[src/rtl/ofs_plat_reset_seq_pkg.sv]
// ofs_plat_reset_seq_pkg
//   Shared types and constants for the reset release sequencer.
//   seqState_t    : sequencer FSM states
//   SEQ_CNT_MAX_W : widest counter needed over the full legal parameter range
//   seqCntWidth() : counter width for a given parameter pair
package ofs_plat_reset_seq_pkg;

  typedef enum logic [1:0] {
    ASSERT     = 2'd0,
    WAIT_ENTER = 2'd1,
    WAIT_EXIT  = 2'd2,
    RUN        = 2'd3
  } seqState_t;

  // ACK_TIMEOUT_CYCLES may reach 2^20, so its last count (2^20-1) needs 20 bits.
  localparam int unsigned SEQ_CNT_MAX_W = 20;

  // $clog2 of the larger cycle limit, kept within 1..SEQ_CNT_MAX_W.
  function automatic int unsigned seqCntWidth(input int unsigned minAssert,
                                              input int unsigned ackTimeout);
    int unsigned largest;
    int unsigned w;
    largest = (minAssert > ackTimeout) ? minAssert : ackTimeout;
    w = $clog2(largest);
    if (w < 1) w = 1;
    if (w > SEQ_CNT_MAX_W) w = SEQ_CNT_MAX_W;
    return w;
  endfunction

endpackage

[src/rtl/ofs_plat_reset_seq_sync.sv]
// ofs_plat_reset_seq_sync
//   Per-bit 2-flop synchronizer bringing asynchronous feedback into clk.
//   clk     : destination clock
//   reset_n : asynchronous active-low reset, clears both flop stages
//   asyncIn : WIDTH bits from other clock domains
//   syncOut : asyncIn delayed by two clk edges
module ofs_plat_reset_seq_sync #(
  parameter int unsigned WIDTH = 1
) (
  input  logic             clk,
  input  logic             reset_n,
  input  logic [WIDTH-1:0] asyncIn,
  output logic [WIDTH-1:0] syncOut
);

  logic [WIDTH-1:0] meta;

  always_ff @(posedge clk or negedge reset_n) begin
    if (!reset_n) begin
      meta    <= '0;
      syncOut <= '0;
    end else begin
      meta    <= asyncIn;
      syncOut <= meta;
    end
  end

endmodule

[src/rtl/ofs_plat_reset_release_sequencer.sv]
// ofs_plat_reset_release_sequencer
//   Drives one reset to N_DOMAINS clock domains and sequences its release
//   using each domain's reset state as fed back into clk.
//   ASSERT     : reset_n_out held low for MIN_ASSERT_CYCLES cycles
//   WAIT_ENTER : reset still low until every domain reports reset
//   WAIT_EXIT  : reset released, waiting for every domain to leave reset
//   RUN        : all domains running; a request or a domain dropping resequences
//   Each wait is bounded by ACK_TIMEOUT_CYCLES; a timeout advances anyway and
//   records the offending domains in sticky error flags.
//
//   clk               : single clock
//   reset_n           : asynchronous active-low reset
//   soft_reset_req    : request for a full reset sequence
//   domain_reset_n_fb : per-domain reset_n feedback (asynchronous to clk)
//   err_clear         : clears timeout_err / timeout_domains
//   reset_n_out       : registered reset to all domains (0 = asserted)
//   all_ready         : every domain has left reset
//   busy              : sequencer is not in RUN
//   timeout_err       : sticky, a feedback wait timed out
//   timeout_domains   : sticky OR of domains that missed a wait
module ofs_plat_reset_release_sequencer
  import ofs_plat_reset_seq_pkg::*;
#(
  parameter int unsigned N_DOMAINS          = 4,
  parameter int unsigned MIN_ASSERT_CYCLES  = 16,
  parameter int unsigned ACK_TIMEOUT_CYCLES = 1024
) (
  input  logic                 clk,
  input  logic                 reset_n,
  input  logic                 soft_reset_req,
  input  logic [N_DOMAINS-1:0] domain_reset_n_fb,
  input  logic                 err_clear,
  output logic                 reset_n_out,
  output logic                 all_ready,
  output logic                 busy,
  output logic                 timeout_err,
  output logic [N_DOMAINS-1:0] timeout_domains
);

  localparam int unsigned CNT_W = seqCntWidth(MIN_ASSERT_CYCLES, ACK_TIMEOUT_CYCLES);
  localparam logic [CNT_W-1:0] ASSERT_LAST = CNT_W'(MIN_ASSERT_CYCLES - 1);
  localparam logic [CNT_W-1:0] WAIT_LAST   = CNT_W'(ACK_TIMEOUT_CYCLES - 1);

  seqState_t            state;
  logic [CNT_W-1:0]     cnt;
  logic                 pending;
  logic [N_DOMAINS-1:0] fbSync;

  logic                 fbAllLow;
  logic                 fbAllHigh;
  logic                 assertDone;
  logic                 waitDone;
  logic [CNT_W-1:0]     cntInc;
  logic                 timeoutHit;
  logic [N_DOMAINS-1:0] timeoutBits;

  ofs_plat_reset_seq_sync #(
    .WIDTH (N_DOMAINS)
  ) fbSyncInst (
    .clk     (clk),
    .reset_n (reset_n),
    .asyncIn (domain_reset_n_fb),
    .syncOut (fbSync)
  );

  assign fbAllLow   = (fbSync == '0);
  assign fbAllHigh  = (fbSync == '1);
  assign assertDone = (cnt == ASSERT_LAST);
  assign waitDone   = (cnt == WAIT_LAST);
  assign cntInc     = (cnt == '1) ? cnt : cnt + 1'b1;

  // A timeout is a wait reaching its last count with the condition still
  // unmet; the offending domains are those still on the wrong side.
  always_comb begin
    timeoutHit  = 1'b0;
    timeoutBits = '0;
    case (state)
      WAIT_ENTER: begin
        timeoutHit  = waitDone && !fbAllLow;
        timeoutBits = fbSync;
      end
      WAIT_EXIT: begin
        timeoutHit  = waitDone && !fbAllHigh;
        timeoutBits = ~fbSync;
      end
      default: begin
        timeoutHit  = 1'b0;
        timeoutBits = '0;
      end
    endcase
  end

  always_ff @(posedge clk or negedge reset_n) begin
    if (!reset_n) begin
      state           <= ASSERT;
      cnt             <= '0;
      pending         <= 1'b0;
      reset_n_out     <= 1'b0;
      all_ready       <= 1'b0;
      busy            <= 1'b1;
      timeout_err     <= 1'b0;
      timeout_domains <= '0;
    end else begin
      // A timeout on the same cycle as err_clear wins, but only its own
      // domains survive the clear.
      if (timeoutHit) begin
        timeout_err     <= 1'b1;
        timeout_domains <= (err_clear ? '0 : timeout_domains) | timeoutBits;
      end else if (err_clear) begin
        timeout_err     <= 1'b0;
        timeout_domains <= '0;
      end

      case (state)
        ASSERT: begin
          if (soft_reset_req) begin
            cnt <= '0;
          end else if (assertDone) begin
            state <= WAIT_ENTER;
            cnt   <= '0;
          end else begin
            cnt <= cntInc;
          end
        end

        WAIT_ENTER: begin
          if (soft_reset_req) pending <= 1'b1;
          if (fbAllLow || waitDone) begin
            state       <= WAIT_EXIT;
            cnt         <= '0;
            reset_n_out <= 1'b1;
          end else begin
            cnt <= cntInc;
          end
        end

        WAIT_EXIT: begin
          if (fbAllHigh || waitDone) begin
            cnt <= '0;
            // A request seen anywhere in the waits, including this cycle,
            // turns the exit into a fresh sequence.
            if (pending || soft_reset_req) begin
              state       <= ASSERT;
              pending     <= 1'b0;
              reset_n_out <= 1'b0;
            end else begin
              state     <= RUN;
              busy      <= 1'b0;
              // After a timeout not every domain is out of reset.
              all_ready <= fbAllHigh;
            end
          end else begin
            if (soft_reset_req) pending <= 1'b1;
            cnt <= cntInc;
          end
        end

        RUN: begin
          if (soft_reset_req || !fbAllHigh) begin
            state       <= ASSERT;
            cnt         <= '0;
            reset_n_out <= 1'b0;
            all_ready   <= 1'b0;
            busy        <= 1'b1;
          end
        end

        default: begin
          state       <= ASSERT;
          cnt         <= '0;
          pending     <= 1'b0;
          reset_n_out <= 1'b0;
          all_ready   <= 1'b0;
          busy        <= 1'b1;
        end
      endcase
    end
  end

endmodule

[config.mk]
export PLATFORM = sky130hd
export DESIGN_NAME = ofs_plat_reset_release_sequencer
export DESIGN_NICKNAME = d
export VERILOG_FILES = /design/src/rtl/ofs_plat_reset_seq_pkg.sv /design/src/rtl/ofs_plat_reset_seq_sync.sv /design/src/rtl/ofs_plat_reset_release_sequencer.sv
export SDC_FILE = /design/constraint.sdc
export NUM_CORES = 1
export LEC_CHECK = 0
export BUFFER_PORTS_ARGS = -buffer_cell sky130_fd_sc_hd__buf_2
export CORE_MARGIN = 4
export CORE_UTILIZATION = 60
export CTS_BUF_LIST = sky130_fd_sc_hd__clkbuf_4 sky130_fd_sc_hd__clkbuf_8
export DETAILED_ROUTE_END_ITERATION = 6
export PLACE_DENSITY = 0.8
export SYNTH_ARGS = -nofsm -noshare
export SYNTH_HDL_FRONTEND = slang
export SYNTH_SLANG_ARGS = --single-unit
[constraint.sdc]
create_clock -name clk -period 2.6 [get_ports clk]
set_clock_uncertainty 0.2 [all_clocks]
set_input_delay 0.39 -clock clk [delete_from_list [all_inputs] [get_ports clk]]
set_output_delay 0.39 -clock clk [all_outputs]
set_load 0.05 [all_outputs]
# Yosys cells after proc, flatten, opt, wreduce, memory -nomap -nowiden
# Cells that the tools add are included.
[word_totals]
ff_bits = 29
in_bits = 8
output_inout_bits = 8
word_cells = 80
[op_classes]
n_addsub = 1
n_eq_ne = 14
muxes = 35
bitwise = 2
n_reduce_logical = 18
[ops]
columns = ["operator", "n"]
rows = [
  ["two-way mux 10 bit", 6],
  ["case mux 10 bit (4 select lines)", 1],
  ["inequality test 2 bit (second input constant)", 7],
  ["two-way mux 1 bit", 13],
  ["two-way mux 2 bit", 6],
  ["adder 10 x 1 -> 10 bit (second input constant)", 1],
  ["== test 10 bit (second input constant)", 1],
  ["== test 10 x 4 -> 1 bit (second input constant)", 1],
  ["AND reduction 5 bit", 2],
  ["two-way mux 4 bit", 2],
  ["case mux 1 bit (2 select lines)", 4],
  ["case mux 2 bit (4 select lines)", 1],
  ["case mux 4 bit (2 select lines)", 1],
  ["nonzero test 2 bit", 3],
  ["== test 2 bit (second input constant)", 2],
  ["== test 4 bit (second input constant)", 1],
  ["logical NOT 4 bit", 1],
  ["logical OR 1 bit", 4],
  ["inverter 4 bit", 1],
  ["bitwise OR 4 bit", 1],
  ["AND reduction 4 bit", 1],
  ["inequality test 3 bit (second input constant)", 1],
  ["case mux 1 bit (3 select lines)", 1],
  ["nonzero test 3 bit", 1],
  ["5 further kinds", 7],
]

# Longest topological paths before layout
# Gate-level depths: netlist of run 1.
[depth]
ltp_word = 5
ltp_mapped = 7
ltp_nobuf = 6

# Hierarchy
# A second synthesis of run 1 with hierarchy kept.
[unflattened]
hier_cells = 151
hier_area_um2 = 1612.8
[by_module_without_submodules]
columns = ["mod", "instances", "cells_each", "area_each_um2", "seq_area_each_um2"]
rows = [
  ["ofs_plat_reset_release_sequencer", 1, 143, 1412.6, 526.8],
  ["ofs_plat_reset_seq_sync", 1, 8, 200.2, 200.2],
]

# Worst setup path before layout of run 1
# OpenSTA, ideal clock, no wires.
[synth_path]
kind = "reg-to-reg"
startpoint = "register state[1]"
endpoint = "register reset_n_out"
setup_time_ns = 0.128
t_arrival_ns = 1.676
required_ns = 2.272
setup_slack_ns = 0.597
stages_incl_launch_ff = 8
path_buffers = 1
period_less_slack_ns = 2.003
path_cell_list = "dfrtp_1 inv_1 ha_1 clkbuf_1 o41a_1 o32ai_2 o211ai_1 mux2_1"
[synth_via]
elab_chain_cells = 3
elab_cells_between_ends = 10
cone_classes = "eq/ne (7); mux (1); reduce/logical (2)"
[synth_rtl]
columns = ["element", "line_no", "text"]
rows = [
  ["start: declaration", "ofs_plat_reset_release_sequencer.sv:44", "seqState_t state;"],
  ["start signal: assignment", "ofs_plat_reset_release_sequencer.sv:95", "state <= ASSERT;"],
  ["start signal: assignment", "ofs_plat_reset_release_sequencer.sv:119", "state <= WAIT_ENTER;"],
  ["start signal: assignment", "ofs_plat_reset_release_sequencer.sv:129", "state <= WAIT_EXIT;"],
  ["== test 2 bit or == test 2 x 1 -> 1 bit (tied branches)", "ofs_plat_reset_release_sequencer.sv:114", "case (state)"],
  ["inequality test 2 bit (no line) or nonzero test 3 bit (tied branches)", "-", ""],
  ["AND reduction 5 bit (no line)", "-", ""],
  ["end signal: assignment", "ofs_plat_reset_release_sequencer.sv:98", "reset_n_out <= 1'b0;"],
  ["end signal: assignment", "ofs_plat_reset_release_sequencer.sv:131", "reset_n_out <= 1'b1;"],
  ["end signal: assignment", "ofs_plat_reset_release_sequencer.sv:145", "reset_n_out <= 1'b0;"],
  ["end: declaration", "ofs_plat_reset_release_sequencer.sv:33", "output logic reset_n_out,"],
]
# Parallel ways exist; a longest one is shown, timed or not.
# A chain may end at the register's enable or synchronous reset.

# Final worst setup path of run 1
[layout_path]
startpoint = "register state[0]"
endpoint = "register busy"
[layout_via]
elab_chain_cells = 3
elab_cells_between_ends = 8
cone_classes = "eq/ne (5); mux (1); reduce/logical (2)"
[layout_rtl]
columns = ["element", "line_no", "text"]
rows = [
  ["== test 2 bit", "ofs_plat_reset_release_sequencer.sv:114", ""],
  ["inequality test 2 bit (no line) or nonzero test 2 bit (tied branches)", "-", ""],
  ["AND reduction 4 bit (no line)", "-", ""],
  ["end signal: assignment", "ofs_plat_reset_release_sequencer.sv:100", "busy <= 1'b1;"],
  ["end signal: assignment", "ofs_plat_reset_release_sequencer.sv:148", "busy <= 1'b0;"],
  ["end signal: assignment", "ofs_plat_reset_release_sequencer.sv:164", "busy <= 1'b1;"],
  ["end: declaration", "ofs_plat_reset_release_sequencer.sv:35", "output logic busy,"],
]
# Parallel ways exist; a longest one is shown, timed or not.

==> metrics.log, run 1 <==
INFO  metric chipWidth = roughly 59 µm
INFO  metric startpoint = state[0]
INFO  metric first_pass_iteration_count_of_the_detailed_router = 4
INFO  metric crit_path_cell_trace = inv_1 -> ha_1 -> nor3b_1 -> a21oi_1 -> a311o_2 -> mux2_4
INFO  metric syn_avg_cell_area = ~10 µm²
INFO  metric dpl.cell_count = ~190
INFO  metric min_from = err_clear
INFO  metric peakVddDrop = between 0.6 and 0.7 mV
INFO  metric placeableCoreArea = ~0.0025 mm²
INFO  metric critical_path_required = ~2700 ps
INFO  metric yosys.cell_types.count = 48
INFO  metric final_layout_size_suffix_gt1_frac = 0.203
INFO  metric clock-sinks = 29
INFO  metric timing.critical_path.slowest_cell_delay = between 400 and 500 ps
INFO  metric post_synthesis_share_of_cell_area_spent_on_and_or_nand_and_nor_gates = 0.174
INFO  metric start_util = 0.633
INFO  metric critical_path.top_delay_family = flip-flops
INFO  metric vias_per_cell = between 6 and 7
INFO  metric synth_flop_cell = sky130_fd_sc_hd__dfrtp_1
INFO  metric synthCells = 152
INFO  metric fmax = around 0.46 GHz
INFO  metric finish.net_count = 190
INFO  metric ios = 16
INFO  metric setup.worst_path.end_class = register
INFO  metric report.final.setup_viol = 0
INFO  metric ys_seq_elements = 29
INFO  metric starting_drt_drc_count = ~120
INFO  metric ctsLongestPathBuffers = 2
INFO  metric clkSlewWorstSetupHoldPaths = around 100 ps
INFO  metric maxCapViolations = 0
INFO  metric most_common_cell_after_layout_fill_and_taps_aside = sky130_fd_sc_hd__dfrtp_1
INFO  metric critical_path.max_fanout = 4
INFO  metric ctsHtreeMaxLevel = 2
INFO  metric power_density = around 850 mW/mm²
INFO  metric synth_top_family_by_area = compound AO/OA/AOI/OAI gates
INFO  metric global_route.overflow_total = 0
INFO  metric antenna_found_initial = 0
INFO  metric post_synth_instance_area = about 0.0016 mm²
INFO  metric unrepaired_setup_endpoints_after_global_routing = no
INFO  metric crit_type = register to register
INFO  metric cp_num_buf_inv = 1
INFO  metric synth_fa_ha_area_frac = 0.0478
INFO  metric hold_viol = 0
INFO  metric port_buffers = 15
INFO  metric start_kind = register
INFO  metric tritoncts.num_buffers = 5
INFO  metric p_total = 0.00153 W
INFO  metric synth.mux.area_fraction = 0.0686
INFO  metric data_arrival_time_of_the_critical_path = 2250 ps
INFO  metric min_path_type = input pin to register
INFO  metric synthXorXnorAreaFrac = 0
INFO  metric tightestPinTransition = 628 ps
INFO  metric die_area = between 0.003 and 0.004 mm²
INFO  metric finalInstanceArea = ~0.0018 mm²
INFO  metric clk_latency = approximately 340 ps
INFO  metric postPlaceCellArea = approximately 0.0017 mm²
INFO  metric p_leak = ~0.79 nW
INFO  metric detail_route.wl_per_cell = ~17 µm
INFO  metric reg2reg_from = state[0]
INFO  metric clockRootBuffer = sky130_fd_sc_hd__clkbuf_4
INFO  metric synthesized_area_fraction_occupied_by_ao_oa_aoi_and_oai_cells = 0.198
INFO  metric grt_use_total = 0.237
INFO  metric final_weighted_congestion_in_routability_driven_placement = 0.845
INFO  metric layout_common_cells = 28 x sky130_fd_sc_hd__dfrtp_1, 16 x sky130_fd_sc_hd__inv_1, 15 x sky130_fd_sc_hd__buf_2
INFO  metric cts_resized = 0
INFO  metric die-height = ~59 µm
INFO  metric synth.yosys.warnings = 0
INFO  metric via_count_of_the_first_global_routing_pass = between 1000 and 1500
INFO  metric setup-tns-final = 0 ps
INFO  metric final.period_utilization = 0.838
INFO  metric stdcell_count = approximately 210
INFO  metric post-route-min-period = approximately 2200 ps
INFO  metric maximum_number_of_pins_on_one_net_before_global_route_repair = 30
INFO  metric grt_first_pass_wirelength = 6030 µm
INFO  metric timing.slew.headroom = 0.581
INFO  metric synth_async_sr_flop_share = 1.00
INFO  metric std_cell_rows = 18
INFO  metric area.growth.synth_to_final = 15.2%
INFO  metric antennaDiodeCount = 0
INFO  metric status = completed
INFO  metric drt_wl_total = ~3500 µm
INFO  metric dp_hpwl = 2470 µm
INFO  metric synth_sequential_area_ratio = 0.463
INFO  metric post-route-drc-count = 0
INFO  metric number_of_flops_mapped_to_enable_cells_by_yosys = 0
INFO  metric synthesis.nets = roughly 170
INFO  metric via_count = approximately 1300
INFO  metric cts_tree = built
INFO  metric slowest_stage = sky130_fd_sc_hd__dfrtp_1
INFO  metric antenna_violating_nets_post_route = 0
INFO  metric report.final.slew_viol_count = 0
==> logic make-up (layout without fill, tap and decap cells) <==
family	count (synthesis)	after routing
compound gates	41	41
fa+ha+maj	6	6
buf+inv	20	45
flops	29	29
mux	10	10
simple gates	46	46
==> layer usage <==
| layer | track usage | routed length (µm) | vias up |
|---|---|---|---|
| met5 | 0 | 0 | - |
| met2 | 0.379 | 1730 | 53 |
| met1 | 0.290 | 1540 | 635 |
| met3 | 0.0697 | 207 | 5 |
| li1 | - | - | 622 |
| met4 | 0.123 | 26 | 0 |
==> sequential cells by signal (all words and copies together), names as in the netlist <==
register            flops
all_ready               1
busy                    1
cnt                    10
fbSyncInst.meta         4
fbSyncInst.syncOut      4
pending                 1
reset_n_out             1
state                   2
timeout_domains         4
timeout_err             1
==> cell type report <==
type                    instances  area (µm²)
well taps                      30        37.5
inverters                      16        60.1
flip-flops and latches         29         727
multi-input cells             103         766
clock inverters                 3        46.3
clock buffers                   5        37.5
repair buffers                 21         133
fillers                       194         671
==> cell usage after synthesis, types with 4 or more instances <==
master                    instances  area share
sky130_fd_sc_hd__dfrtp_1         28        0.45
sky130_fd_sc_hd__inv_1           16       0.038
sky130_fd_sc_hd__nand2_1         10       0.024
sky130_fd_sc_hd__a21oi_1          9       0.029
sky130_fd_sc_hd__nor2_1           8       0.019
sky130_fd_sc_hd__mux2i_1          7       0.045
sky130_fd_sc_hd__ha_1             6       0.048
sky130_fd_sc_hd__o22ai_1          6       0.024
sky130_fd_sc_hd__nand3_1          4       0.013
sky130_fd_sc_hd__nor4_1           4       0.016
sky130_fd_sc_hd__o31ai_1          4       0.019
==> per-stage QoR <==
stage	setup slack, ps	hold WS (ps)	util
2_1_floorplan	597	-106	-
5_1_grt	268	83.6	0.729
6_report	422	99.7	0.729
4_1_cts	440	73.0	0.729
3_3_place_gp	497	136	0.675
3_5_place_dp	459	141	0.675
==> report_power, final <==
part	internal, W	switching (W)	total [W]
registers	0.000511	0.0000459	0.000557
clock network	0.000203	0.000172	0.000376
logic	0.000237	0.000360	0.000597
==> final timing paths <==
path	endpoint	slack [ps]	cells past startpoint
max	busy	420	6
min	timeout_domains[2]	100	2
max reg2reg	busy	420	6
min reg2reg	fbSyncInst.syncOut[0]	160	0
max in group asynchronous	timeout_err	1400	2
min in group asynchronous	cnt[4]	390	2
==> what timing repair did <==
action / CTS / global route
buffers inserted: 0 / 0
hold buffers: 5 / 0
hold endpoints to repair: 32 / 0
(Power assumes the default switching activity.)
==> run 2, diff against run 1 <==
--- a/config.mk
+++ b/config.mk
@@ -7,10 +7,10 @@
 export LEC_CHECK = 0
 export BUFFER_PORTS_ARGS = -buffer_cell sky130_fd_sc_hd__buf_2
 export CORE_MARGIN = 4
-export CORE_UTILIZATION = 60
+export CORE_UTILIZATION = 54
 export CTS_BUF_LIST = sky130_fd_sc_hd__clkbuf_4 sky130_fd_sc_hd__clkbuf_8
 export DETAILED_ROUTE_END_ITERATION = 6
-export PLACE_DENSITY = 0.8
+export PLACE_DENSITY = 0.76
 export SYNTH_ARGS = -nofsm -noshare
 export SYNTH_HDL_FRONTEND = slang
 export SYNTH_SLANG_ARGS = --single-unit
==> constraint.sdc (replaced) <==
create_clock -name clk -period 2 [get_ports clk]
set_clock_uncertainty 0.2 [all_clocks]
set_input_delay 0.3 -clock clk [delete_from_list [all_inputs] [get_ports clk]]
set_output_delay 0.3 -clock clk [all_outputs]
set_load 0.05 [all_outputs]
==> metrics.log, run 2 (synthesized netlist as in run 1, its figures left out) <==
INFO  metric timing.critical_path.slowest_cell_delay = between 400 and 500 ps
INFO  metric biggest_register = cnt
INFO  metric data_arrival_time_of_the_critical_path = between 2000 and 2500 ps
INFO  metric critical_path.top_delay_family = compound AO/OA/AOI/OAI gates
INFO  metric p_clk_frac = 0.211
INFO  metric comb_power_share = 0.493
INFO  metric detail_route.wl_per_cell = about 17 µm
INFO  metric slowest_stage = sky130_fd_sc_hd__dfrtp_1
INFO  metric post-route-drc-count = 0
INFO  metric starting_drt_drc_count = 66
INFO  metric pre_cts_slack = about 24 ps
INFO  metric crit_path_cell_trace = ha_4 -> nand4_1 -> o32ai_2 -> buf_4 -> o211ai_1 -> a2bb2oi_2
INFO  metric crit_type = register to register
INFO  metric ios = 16
INFO  metric fmax = 0.493 GHz
INFO  metric port_buffers = 15
INFO  metric maximum_number_of_pins_on_one_net_before_global_route_repair = 30
INFO  metric critical_path_required = 2020 ps
INFO  metric dp_hpwl = ~2500 µm
INFO  metric switchingPower = between 0.0009 and 0.001 W
INFO  metric vias_per_cell = a little over 6
INFO  metric final.fill_count = about 170
INFO  metric final.period_utilization = 1.01
INFO  metric antenna_found_initial = 0
INFO  metric via_count = roughly 1400
INFO  metric clkSlewWorstSetupHoldPaths = roughly 100 ps
INFO  metric first_pass_iteration_count_of_the_detailed_router = 4
INFO  metric sw_frac_of_total = 0.367
INFO  metric violations = setup timing
INFO  metric cp_num_buf_inv = 1
INFO  metric grt_first_pass_wirelength = 6140 µm
INFO  metric report.final.slew_viol_count = 0
INFO  metric antenna_violating_nets_post_route = 0
INFO  metric std_cell_rows = 19
INFO  metric largest_register_ff_count = 10
INFO  metric maxCapViolations = 0
INFO  metric setup.worst_path.end_class = register
INFO  metric clock-sinks = 29
INFO  metric peakVddDrop = between 1 and 1.5 mV
INFO  metric setup-tns-final = -28.0 ps
INFO  metric power_density = around 1200 mW/mm²
INFO  metric critical_path.max_fanout = 6
INFO  metric ctsHtreeMaxLevel = 2
INFO  metric internal_pwr_total = 0.00155 W
INFO  metric drt_wl_total = about 4000 µm
INFO  metric report.final.setup_viol = 1
INFO  metric p_leak = 0.932 nW
INFO  metric power_frac_seq = 0.296
INFO  metric final_weighted_congestion_in_routability_driven_placement = roughly 0.84
INFO  metric min_path_type = register to register
INFO  metric postPlaceCellArea = 0.00178 mm²
INFO  metric tightestPinTransition = approximately 640 ps
INFO  metric ctsLongestPathBuffers = 2
INFO  metric layout_common_cells = 27 x sky130_fd_sc_hd__dfrtp_1, 21 x sky130_fd_sc_hd__buf_4, 15 x sky130_fd_sc_hd__buf_2
INFO  metric tritoncts.num_buffers = 5
INFO  metric via_count_of_the_first_global_routing_pass = between 1000 and 1500
INFO  metric start_util = 0.569
INFO  metric area.growth.synth_to_final = 35.1%
INFO  metric finalInstanceArea = approximately 0.0021 mm²
INFO  metric global_route.overflow_total = 0
INFO  metric placeableCoreArea = between 0.002 and 0.003 mm²
INFO  metric chipWidth = ~62 µm
INFO  metric die_area = approximately 0.0038 mm²
INFO  metric post-route-min-period = about 2000 ps
INFO  metric die-height = 61.9 µm
INFO  metric clk_latency = about 340 ps
INFO  metric final_layout_size_suffix_gt1_frac = 0.383
INFO  metric cts_tree = built
INFO  metric status = finished with violations
INFO  metric grt_use_total = 0.222
INFO  metric finalWorstSetupSlack = -28.0 ps
INFO  metric clockRootBuffer = sky130_fd_sc_hd__clkbuf_4
INFO  metric hold_viol = 0
INFO  metric start_kind = register
INFO  metric p_total = roughly 0.0025 W
INFO  metric timing.slew.headroom = 0.575
INFO  metric antennaDiodeCount = 0
INFO  metric unrepaired_setup_endpoints_after_global_routing = yes
INFO  metric finish.net_count = roughly 210
INFO  metric most_common_cell_after_layout_fill_and_taps_aside = sky130_fd_sc_hd__dfrtp_1
-- run 2: layer usage --
metal	up-vias	track usage	wire length (µm)
met5	-	0	0
met4	0	0.0909	131
met3	15	0.0579	198
met2	59	0.378	2030
met1	682	0.267	1620
li1	667	-	-
-- run 2: path summary, 6_finish.rpt --
kind | depth (start not counted) | slack (ps) | end | startpoint
setup / recovery | 6 | -30 | state[1] | cnt[1]
max in group asynchronous | 2 | 850 | cnt[3] | reset_n
hold / removal | 0 | 160 | fbSyncInst.syncOut[1] | fbSyncInst.meta[1]
setup reg to reg | 6 | -30 | state[1] | cnt[1]
min in group asynchronous | 2 | 300 | cnt[7] | reset_n
hold reg to reg | 0 | 160 | fbSyncInst.syncOut[1] | fbSyncInst.meta[1]
-- run 2: metrics by stage --
stage / utilization / std cells / hold slack [ps]
after CTS: 0.699 / 223 / 159
after global placement: 0.645 / 209 / 132
final: 0.769 / 232 / 157
after global routing: 0.769 / 232 / 167
after detailed placement: 0.645 / 209 / 137
after floorplan: - / 152 / -196
-- run 2: what timing repair did --
item,4_1_cts,5_1_grt
endpoints found under the hold margin,37,0
buffers inserted,0,11
gates resized for setup,0,27
hold buffers,6,0
pin swaps,1,10
endpoints found under the setup margin,1,19
-- run 2: worst reg2reg max path: stages, from the launching register on --
cell and delay (ps):
sky130_fd_sc_hd__dfrtp_1 420, sky130_fd_sc_hd__ha_4 190, sky130_fd_sc_hd__nand4_1 170, sky130_fd_sc_hd__o32ai_2 370
sky130_fd_sc_hd__buf_4 180, sky130_fd_sc_hd__o211ai_1 180, sky130_fd_sc_hd__a2bb2oi_2 200
-- run 2: final cells by class --
class / instances / area [µm²] / share of cell area
Clock inverter: 2 / 37.5 / 0.0177
Timing Repair Buffer: 45 / 327 / 0.154
Sequential cell: 29 / 728 / 0.344
Tap cell: 31 / 38.8 / 0.0183
Multi-Input combinational cell: 103 / 877 / 0.414
Inverter: 16 / 60.1 / 0.0283
Clock buffer: 6 / 51.3 / 0.0242
-- run 2: power by group through the flow --
stage / Clock (W) / Combinational, W / Sequential (W)
floorplan: 0 / 0.000512 / 0.000784
global placement: 0 / 0.000850 / 0.000725
detailed placement: 0 / 0.000883 / 0.000729
CTS: 0.000521 / 0.000896 / 0.000718
global route: 0.000569 / 0.00130 / 0.000735
finish: 0.000517 / 0.00121 / 0.000726
==> run 3, diff against run 2 <==
--- a/config.mk
+++ b/config.mk
@@ -6,10 +6,12 @@
 export NUM_CORES = 1
 export LEC_CHECK = 0
 export BUFFER_PORTS_ARGS = -buffer_cell sky130_fd_sc_hd__buf_2
+export CORE_ASPECT_RATIO = 1.25
 export CORE_MARGIN = 4
 export CORE_UTILIZATION = 54
 export CTS_BUF_LIST = sky130_fd_sc_hd__clkbuf_4 sky130_fd_sc_hd__clkbuf_8
 export DETAILED_ROUTE_END_ITERATION = 6
+export GPL_TIMING_DRIVEN = 0
 export PLACE_DENSITY = 0.76
 export SYNTH_ARGS = -nofsm -noshare
 export SYNTH_HDL_FRONTEND = slang
==> metrics.log, run 3 (synthesized netlist as in run 1, its figures left out) <==
INFO  metric area.growth.synth_to_final = 30.6%
INFO  metric maximum_number_of_pins_on_one_net_before_global_route_repair = 30
INFO  metric biggest_register = cnt
INFO  metric layout_common_cells = 25 x sky130_fd_sc_hd__dfrtp_1, 15 x sky130_fd_sc_hd__buf_2, 14 x sky130_fd_sc_hd__inv_1
INFO  metric via_count_of_the_first_global_routing_pass = 1384
INFO  metric vias_per_cell = ~6.4
INFO  metric std_cell_rows = 21
INFO  metric critical_path.top_delay_family = flip-flops
INFO  metric peakVddDrop = 1.03 mV
INFO  metric data_arrival_time_of_the_critical_path = 2050 ps
INFO  metric stdcell_count = 221
INFO  metric drt_wl_total = approximately 3900 µm
INFO  metric status = completed
INFO  metric placeableCoreArea = approximately 0.0027 mm²
INFO  metric antennaDiodeCount = 0
INFO  metric hold_viol = 0
INFO  metric antenna_violating_nets_post_route = 0
INFO  metric pre_cts_slack = -190 ps
INFO  metric ios = 16
INFO  metric port_buffers = 15
INFO  metric critical_path.max_fanout = 4
INFO  metric setup.worst_path.end_class = register
INFO  metric tritoncts.num_buffers = 5
INFO  metric critical_path_required = between 2000 and 2500 ps
INFO  metric first_pass_iteration_count_of_the_detailed_router = 4
INFO  metric die-height = just under 70 µm
INFO  metric final_weighted_congestion_in_routability_driven_placement = 0.834
INFO  metric chipWidth = approximately 56 µm
INFO  metric largest_register_ff_count = 10
INFO  metric cts_tree = built
INFO  metric grt_first_pass_wirelength = about 6000 µm
INFO  metric clkSlewWorstSetupHoldPaths = ~90 ps
INFO  metric slowest_stage = sky130_fd_sc_hd__dfrtp_2
INFO  metric clock-sinks = 29
INFO  metric report.final.setup_viol = 0
INFO  metric fin_util = 0.750
INFO  metric most_utilized_layer_in_the_global_route_result = met2
INFO  metric timing.slew.headroom = 0.577
INFO  metric cp_num_buf_inv = 1
INFO  metric report.final.slew_viol_count = 0
INFO  metric finalWorstSetupSlack = around 6.4 ps
INFO  metric clk_latency = approximately 330 ps
INFO  metric grt_use_total = 0.206
INFO  metric antenna_found_initial = 0
INFO  metric starting_drt_drc_count = 80
INFO  metric dpl.cell_count = roughly 200
INFO  metric post-route-min-period = 1990 ps
INFO  metric clockRootBuffer = sky130_fd_sc_hd__clkbuf_4
INFO  metric most_common_cell_after_layout_fill_and_taps_aside = sky130_fd_sc_hd__dfrtp_1
INFO  metric dp_hpwl = roughly 2500 µm
INFO  metric min_path_type = register to register
INFO  metric met1_capacity_usage_during_global_routing = 0.216
INFO  metric fmax = approximately 0.5 GHz
INFO  metric final.period_utilization = 0.997
INFO  metric maxCapViolations = 0
INFO  metric crit_path_cell_trace = inv_4 -> ha_4 -> nor3b_4 -> a21oi_2 -> a311o_2 -> mux2_4
INFO  metric detail_route.wl_per_cell = around 18 µm
INFO  metric ctsLongestPathBuffers = 2
INFO  metric ctsHtreeMaxLevel = 2
INFO  metric tightestPinTransition = between 600 and 700 ps
INFO  metric global_route.overflow_total = 0
INFO  metric via_count = 1407
INFO  metric global_route.usage.met3 = 0.0472
INFO  metric die_area = around 0.0038 mm²
INFO  metric unrepaired_setup_endpoints_after_global_routing = yes
INFO  metric finish.net_count = 200
INFO  metric post-route-drc-count = 0
INFO  metric start_util = 0.574
INFO  metric gr-usage-met2 = 0.386
INFO  metric final_layout_size_suffix_gt1_frac = 0.348
INFO  metric power_density = roughly 1100 mW/mm²
INFO  metric start_kind = register
INFO  metric crit_type = register to register
INFO  metric timing.critical_path.slowest_cell_delay = 460 ps
INFO  metric p_leak = roughly 0.87 nW
-- run 3: timing repair --
action / in CTS / in global routing
gates resized for setup: 18 / 19
endpoints found under the hold margin: 35 / 0
hold buffers: 6 / 0
pin swaps: 3 / 5
setup endpoints to repair: 15 / 15
buffers inserted: 2 / 5
-- run 3: layout make-up --
| type | count | area, µm² |
|---|---|---|
| Buffer | 3 | 18.8 |
| Sequential cell | 29 | 731 |
| Clock buffer | 6 | 51.3 |
| Clock inverter | 2 | 37.5 |
| Multi-Input combinational cell | 103 | 912 |
| Timing Repair Buffer | 28 | 191 |
| Tap cell | 34 | 42.5 |
| Inverter | 16 | 65.1 |
| Fill cell | 192 | 683 |
-- run 3: per-layer routing --
layer / part of all wire / vias up / wire (µm)
met5: 0 / - / 0
met2: 0.52 / 69 / 2030
met4: 0.052 / 0 / 202
li1: - / 638 / -
met1: 0.38 / 672 / 1480
met3: 0.053 / 28 / 206
-- run 3: through the flow --
stage	hold WS (ps)	instance area, µm²	TNS, ps	total power, W
3_5_place_dp	140	1690	-1210	0.00147
5_1_grt	164	2050	-254	0.00244
4_1_cts	155	1910	-13.8	0.00210
2_1_floorplan	-196	1570	0	0.00130
6_report	159	2050	0	0.00232
3_3_place_gp	133	1690	-633	0.00144
-- run 3: worst paths after layout --
kind,cells past startpoint,to,slack [ps],from
worst max-delay path,6,busy,6,state[0]
worst min-delay path,0,fbSyncInst.syncOut[2],160,fbSyncInst.meta[2]
worst max register to register,6,busy,6,state[0]
worst min register to register,0,fbSyncInst.syncOut[2],160,fbSyncInst.meta[2]
max in group asynchronous,2,state[0],830,reset_n
min in group asynchronous,2,cnt[2],310,reset_n
-- run 3: power breakdown --
part	switching [W]	internal [W]	total (W)	leakage (nW)
Combinational	0.000583	0.000472	0.00106	0.462
Clock	0.000210	0.000297	0.000507	0.0445
Sequential	0.0000890	0.000668	0.000757	0.366
Total	0.000882	0.00144	0.00232	0.872
